==> src/rtl/pipelined_shift_unit_if.sv <==
// Operand/result handshake bundle for the pipelined shift unit.
// master drives operands and out_ready; slave is the shifter.
interface pipelined_shift_unit_if #(
   parameter int WIDTH   = 16,
   parameter int SHIFT_W = 4,
   parameter int TAG_W   = 4
);
   logic               in_valid;
   logic               in_ready;
   logic [WIDTH-1:0]   in_data;
   logic [SHIFT_W-1:0] in_shift;
   logic [1:0]         in_mode;
   logic [TAG_W-1:0]   in_tag;
   logic               out_valid;
   logic               out_ready;
   logic [WIDTH-1:0]   out_data;
   logic               out_ovf;
   logic [TAG_W-1:0]   out_tag;

   modport master (
      output in_valid, in_data, in_shift, in_mode, in_tag, out_ready,
      input  in_ready, out_valid, out_data, out_ovf, out_tag
   );

   modport slave (
      input  in_valid, in_data, in_shift, in_mode, in_tag, out_ready,
      output in_ready, out_valid, out_data, out_ovf, out_tag
   );
endinterface

==> src/rtl/pipelined_shift_unit.sv <==
// Log-stage pipelined barrel shifter: stage k shifts by 2^k, the last stage
// applies saturation / rounding and doubles as the output register.
module pipelined_shift_unit #(
   parameter int WIDTH    = 16,
   parameter int SHIFT_W  = 4,
   parameter int TAG_W    = 4,
   parameter int SATURATE = 1
) (
   input  logic                  clk,
   input  logic                  rst_n,
   pipelined_shift_unit_if.slave bus
);
   // grd is the last bit shifted out (rounding), ovf accumulates left-shift overflow,
   // sgn is the operand's original sign for the saturation choice.
   typedef struct packed {
      logic               vld;
      logic [WIDTH-1:0]   data;
      logic [TAG_W-1:0]   tag;
      logic [1:0]         mode;
      logic [SHIFT_W-1:0] shift;
      logic               ovf;
      logic               grd;
      logic               sgn;
   } stage_t;

   localparam logic [WIDTH-1:0] SAT_MAX = {1'b0, {(WIDTH-1){1'b1}}};
   localparam logic [WIDTH-1:0] SAT_MIN = {1'b1, {(WIDTH-1){1'b0}}};

   stage_t w_stg [SHIFT_W+1];
   logic   w_adv;

   assign w_adv        = !w_stg[SHIFT_W].vld || bus.out_ready;
   assign bus.in_ready = w_adv;

   assign w_stg[0] = '{vld:   bus.in_valid,
                       data:  bus.in_data,
                       tag:   bus.in_tag,
                       mode:  bus.in_mode,
                       shift: bus.in_shift,
                       ovf:   1'b0,
                       grd:   1'b0,
                       sgn:   bus.in_data[WIDTH-1]};

   for (genvar k = 0; k < SHIFT_W; k++) begin : g_stage
      localparam int N    = 2 ** k;
      localparam bit LAST = (k == SHIFT_W - 1);

      stage_t           r_stg;
      stage_t           w_nxt;
      logic [WIDTH-1:0] w_asr;
      logic [WIDTH-1:0] w_lsr;
      logic [WIDTH-1:0] w_lsl;
      logic             w_grd_sh;
      logic             w_ovf_sh;

      if (N < WIDTH) begin : g_near
         // Top N+1 bits must agree, otherwise the left shift changes the sign.
         localparam logic [WIDTH-1:0] TOP_M = ~({WIDTH{1'b1}} >> (N + 1));
         assign w_asr    = $signed(w_stg[k].data) >>> N;
         assign w_lsr    = w_stg[k].data >> N;
         assign w_lsl    = w_stg[k].data << N;
         assign w_grd_sh = w_stg[k].data[N-1];
         assign w_ovf_sh = ((w_stg[k].data & TOP_M) != '0) &&
                           ((w_stg[k].data & TOP_M) != TOP_M);
      end else begin : g_far
         assign w_asr    = {WIDTH{w_stg[k].data[WIDTH-1]}};
         assign w_lsr    = '0;
         assign w_lsl    = '0;
         assign w_grd_sh = w_stg[k].data[WIDTH-1];
         assign w_ovf_sh = (w_stg[k].data != '0);
      end

      // Next-state of this stage: conditional shift, then final-stage fix-up.
      always_comb begin
         w_nxt = w_stg[k];
         if (w_stg[k].shift[k]) begin
            w_nxt.grd = w_grd_sh;
            w_nxt.ovf = w_stg[k].ovf | w_ovf_sh;
            case (w_stg[k].mode)
               2'b01:   w_nxt.data = w_lsr;
               2'b10:   w_nxt.data = w_lsl;
               default: w_nxt.data = w_asr;
            endcase
         end else begin
            w_nxt.data = w_stg[k].data;
         end
         if (LAST) begin
            case (w_nxt.mode)
               2'b10: begin
                  if (w_nxt.ovf && (SATURATE != 0)) begin
                     w_nxt.data = w_nxt.sgn ? SAT_MIN : SAT_MAX;
                  end else begin
                     w_nxt.data = w_nxt.data;
                  end
               end
               2'b11: begin
                  w_nxt.data = w_nxt.data + {{(WIDTH-1){1'b0}}, w_nxt.grd};
                  w_nxt.ovf  = 1'b0;
               end
               default: w_nxt.ovf = 1'b0;
            endcase
         end else begin
            w_nxt.ovf = w_nxt.ovf;
         end
      end

      // Stage register; the whole pipeline freezes when the output is stalled.
      always_ff @(posedge clk or negedge rst_n) begin
         if (!rst_n) begin
            r_stg <= '0;
         end else if (w_adv) begin
            r_stg <= w_nxt;
         end else begin
            r_stg <= r_stg;
         end
      end

      assign w_stg[k+1] = r_stg;
   end

   assign bus.out_valid = w_stg[SHIFT_W].vld;
   assign bus.out_data  = w_stg[SHIFT_W].data;
   assign bus.out_ovf   = w_stg[SHIFT_W].ovf;
   assign bus.out_tag   = w_stg[SHIFT_W].tag;
endmodule

==> src/flat_wrapper.sv <==
// flat-port wrapper written by rule: the top's interface ports become plain ports
module pipelined_shift_unit_flat 
#(
   parameter int WIDTH    = 16,
   parameter int SHIFT_W  = 4,
   parameter int TAG_W    = 4,
   parameter int SATURATE = 1
)
  (clk, rst_n, bus_in_valid, bus_in_data, bus_in_shift, bus_in_mode, bus_in_tag, bus_out_ready, bus_in_ready, bus_out_valid, bus_out_data, bus_out_ovf, bus_out_tag);
  pipelined_shift_unit_if #(.WIDTH(WIDTH), .SHIFT_W(SHIFT_W), .TAG_W(TAG_W)) bus_i ();
  input  logic clk;
  input  logic rst_n;
  input wire logic [$bits(bus_i.in_valid)-1:0] bus_in_valid;
  input wire logic [$bits(bus_i.in_data)-1:0] bus_in_data;
  input wire logic [$bits(bus_i.in_shift)-1:0] bus_in_shift;
  input wire logic [$bits(bus_i.in_mode)-1:0] bus_in_mode;
  input wire logic [$bits(bus_i.in_tag)-1:0] bus_in_tag;
  input wire logic [$bits(bus_i.out_ready)-1:0] bus_out_ready;
  output wire logic [$bits(bus_i.in_ready)-1:0] bus_in_ready;
  output wire logic [$bits(bus_i.out_valid)-1:0] bus_out_valid;
  output wire logic [$bits(bus_i.out_data)-1:0] bus_out_data;
  output wire logic [$bits(bus_i.out_ovf)-1:0] bus_out_ovf;
  output wire logic [$bits(bus_i.out_tag)-1:0] bus_out_tag;
  assign bus_i.in_valid = bus_in_valid;
  assign bus_i.in_data = bus_in_data;
  assign bus_i.in_shift = bus_in_shift;
  assign bus_i.in_mode = bus_in_mode;
  assign bus_i.in_tag = bus_in_tag;
  assign bus_i.out_ready = bus_out_ready;
  assign bus_in_ready = bus_i.in_ready;
  assign bus_out_valid = bus_i.out_valid;
  assign bus_out_data = bus_i.out_data;
  assign bus_out_ovf = bus_i.out_ovf;
  assign bus_out_tag = bus_i.out_tag;
  pipelined_shift_unit #(.WIDTH(WIDTH), .SHIFT_W(SHIFT_W), .TAG_W(TAG_W), .SATURATE(SATURATE)) u_core (.clk(clk), .rst_n(rst_n), .bus(bus_i));
endmodule
==> config.mk <==
export PLATFORM = sky130hd
export DESIGN_NAME = pipelined_shift_unit_flat
export DESIGN_NICKNAME = d
export VERILOG_FILES = /design/src/rtl/pipelined_shift_unit_if.sv /design/src/rtl/pipelined_shift_unit.sv /design/src/flat_wrapper.sv
export SDC_FILE = /design/constraint.sdc
export NUM_CORES = 1
export LEC_CHECK = 0
export CAP_MARGIN = 20
export CELL_PAD_IN_SITES_DETAIL_PLACEMENT = 0
export CELL_PAD_IN_SITES_GLOBAL_PLACEMENT = 1
export CORE_MARGIN = 10
export CORE_UTILIZATION = 40
export DETAILED_ROUTE_END_ITERATION = 10
export GPL_ROUTABILITY_DRIVEN = 0
export GPL_TIMING_DRIVEN = 0
export HOLD_SLACK_MARGIN = 0.15
export PLACE_DENSITY = 0.75
export RECOVER_POWER = 50
export SYNTH_ARGS = -nofsm -noshare
export SYNTH_HDL_FRONTEND = slang
export SYNTH_SLANG_ARGS = --single-unit
==> constraint.sdc <==
create_clock -name clk -period 2.7 [get_ports clk]
set_input_delay 0.27 -clock clk [delete_from_list [all_inputs] [get_ports clk]]
set_output_delay 0.27 -clock clk [all_outputs]
set_load 0.005 [all_outputs]
==> impl_results.md <==
* Outcome: finished clean
* Most common flop cell mapped by yosys: dfrtp_1
* Row count at 44
* Worst VDD drop at 482 uV
* Seq/Total Area, Yosys at 43.6%
* WHS Endpoint: u_core.g_stage[0].r_stg[16]$_DFFE_PN0P_
* Largest net degree at the start of global routing at 56
* Antenna Cells at 0
* Highest clock rate at 384 MHz
* Number of antenna violations at the first check in global routing at 0
* Vias in the first global route at 5678
* Clock Tree Buf Depth at 2
* Setup crit end kind: flip-flop
* Synth top area share at 43.6%
* Final hold vios at 0
* EDFF count, synth at 0
* Post-synthesis cell count at 707
* Final TNS setup at 0 ps
* Mapped Nets at 749
* CP required at 2990 ps
* Initial Utilization at just over 40%
* Power Density at 1250 nW/um^2
* Clock slew at reported path FFs at 80 ps
* Area Growth Syn to Fin at 21.1%
* Synthesized flop and latch total at 106
* Final min period at 2600 ps
* Die width at 143 um
* Vias at between 5000 and 6000
* CP Class: flip-flop to flip-flop
* First-pass DRT Iterations at 6
* Setup WS post-layout at 95.1 ps
* Tcrit/Tclk final at between 90 and 100%
* Share of cells above drive strength 1 at 11.0%
* Max FO, Critical Path at 7
* Worst hold slack at between 300 and 400 ps
* Asr flop ratio synth at 100%
* Count leader, synth: nand2_1
* Commonest cells post-synth: nand2_1 (154), dfrtp_1 (106), nor2_1 (71)
* CTS Sinks at 106
* DRT iter0 DRCs at 709
* CTS tree: built
* Final max-slew violation count at 0
* Fin nets at about 830
* Num CTS Buffers at 9
* R2R Path End: u_core.bus.out_data[15]$_DFFE_PN0P_
* Max_cap viols at 0
* Clk_lat worst skew at around 360 ps
* Final Non-Filler Cells at 974
* Clock Tree Root: clkbuf_16
* Routed len/inst at 19.4 um
* I/O Buffers at 51
* Slew HR at 1.16%
* Yosys cell types at 64
* Hold depth at 3
* Worst setup SP type: flip-flop
* Area of the mapped netlist at 6080 um^2
* Gr usage total at 18.8%
* Routed Antenna Nets at 0
* RSZ-0062 raised after global routing: yes
* Ports at 53
* HP Class: primary input to flip-flop
* Vias/cell at 5.90
* Dpl ws at -493 ps
* Number of H-tree levels at 3
* Syn_area_per_cell at 8.60 um^2
* R2r setup slk at 100 ps
* Uppermost layer routed: met4
* Largest area contributor in the netlist: dfrtp_1
* DRC viols at 0
* R2R cell count at 10
* R2r startpoint: u_core.g_stage[2].r_stg[8]$_DFFE_PN0P_
* Placed Instances at 943
* Leak at just over 3 nW
* Final wirelength at between 15000 and 20000 um
* Most area-consuming cells after synthesis: dfrtp_1 (44%), nand2_1 (9.5%), a221oi_1 (5.6%)
* M1 WL at between 8000 and 9000 um
* Global route overflow at 0
* Met3 wire len at just over 1000 um
* First-pass GRT wire length at 30500 um
* Worst-margin pin slew at 1480 ps
* Final HPWL DP at 13800 um
* Synth warn at 0
* Core area at 14700 um^2
* CP arrival at between 2000 and 3000 ps
* Die area at around 21000 um^2
* Final setup vio count at 0
* WL met2 at 9030 um
* Die H at 143 um
* Hold Path Origin: bus_in_shift[0]
* Layout Skew at 7.16 ps
## layer usage
layer / track usage [%] / up-vias
met4: 8.87 / 0
li1: - / 2714
met1: 24.4 / 2759
met5: 0 / -
met3: 2.42 / 40
met2: 30.4 / 231
## flip-flops by register name, indices dropped and copies added (netlist names)
signal	flops
u_core.bus.out_data	16
u_core.bus.out_ovf	1
u_core.bus.out_tag	4
u_core.bus.out_valid	1
u_core.g_stage.r_stg	84
## repair_timing
action	4_1_cts	5_1_grt
pin swaps	2	10
gates resized for setup	10	14
hold buffers	1	0
buffers inserted	4	12
hold endpoints to repair	54	0
cloned	0	0
setup endpoints to repair	14	9
## cells in the final DEF, fill, tap and decap left out, types with 9 or more instances in the layout
cell / netlist / routed
nand2_1: 154 / 154
dfrtp_1: 106 / 105
nor2_1: 71 / 70
clkdlybuf4s50_1: 0 / 41
a21oi_1: 40 / 40
clkbuf_1: 42 / 39
a221oi_1: 39 / 39
o31ai_1: 37 / 36
o21ai_0: 28 / 28
buf_4: 3 / 17
inv_1: 17 / 14
a31oi_1: 12 / 11
and3_1: 10 / 10
nand3_1: 10 / 10
ha_1: 12 / 10
dlygate4sd3_1: 0 / 10
nand2b_1: 9 / 9
clkbuf_16: 0 / 9
## worst max-delay path, cell delays in order, from the launching register on
cell	delay, ps
dfrtp_2	460
ha_4	280
buf_6	120
nor2_4	50
o22ai_4	160
ha_2	230
inv_2	50
a221oi_4	290
nand4_1	170
or4b_1	540
a31oi_1	170
## cell families after synthesis
logic type                 count (synthesis)  share of synthesized area, %
AOI/OAI and AO/OA                        211                          25.2
xor gates and xnor gates                   5                         0.720
adders and majority gates                 12                          2.47
buffers and inverters                     73                          5.43
DFF                                      106                          43.6
muxes                                      6                          1.09
and+or+nand+nor                          294                          21.4
## worst max path at each step
stage                                                      start                                       to  slack, ps  cells past startpoint
after floorplan           u_core.g_stage[2].r_stg[7]$_DFFE_PN0P_       u_core.bus.out_data[8]$_DFFE_PN0P_        100                     11
after global placement                                     rst_n  u_core.g_stage[0].r_stg[12]$_DFFE_PN0P_      -2760                      1
after detailed placement  u_core.g_stage[2].r_stg[7]$_DFFE_PN0P_      u_core.bus.out_data[11]$_DFFE_PN0P_       -490                     12
after CTS                 u_core.g_stage[2].r_stg[8]$_DFFE_PN0P_      u_core.bus.out_data[11]$_DFFE_PN0P_          2                     11
after global routing      u_core.g_stage[2].r_stg[7]$_DFFE_PN0P_      u_core.bus.out_data[15]$_DFFE_PN0P_        -50                     11
final                     u_core.g_stage[2].r_stg[8]$_DFFE_PN0P_      u_core.bus.out_data[15]$_DFFE_PN0P_        100                     10
## cell type report
type,count,area [um^2]
buffer,53,278
tap,184,230
multi-input combinational,528,3180
clock buffer,9,225
sequential,106,2650
clock inverter,7,66.3
fill,1405,7340
timing repair buffer,69,663
inverter,18,67.6
## where the power goes
group	leakage (nW)	switching (W)	internal (W)
combinational	1.65	0.00282	0.00207
sequential	1.29	0.000681	0.00228
clock	0.145	0.000669	0.000653
total	3.08	0.00417	0.00500
## stage by stage
step,area (um^2),power (W),utilization (%)
after floorplan,6080,0.00590,-
after global placement,6820,0.00740,46.4
after detailed placement,6840,0.00747,46.6
after CTS,7220,0.00892,49.1
after global routing,7360,0.00989,50.1
final,7360,0.00918,50.1
Power figures use the tool's default switching activity.
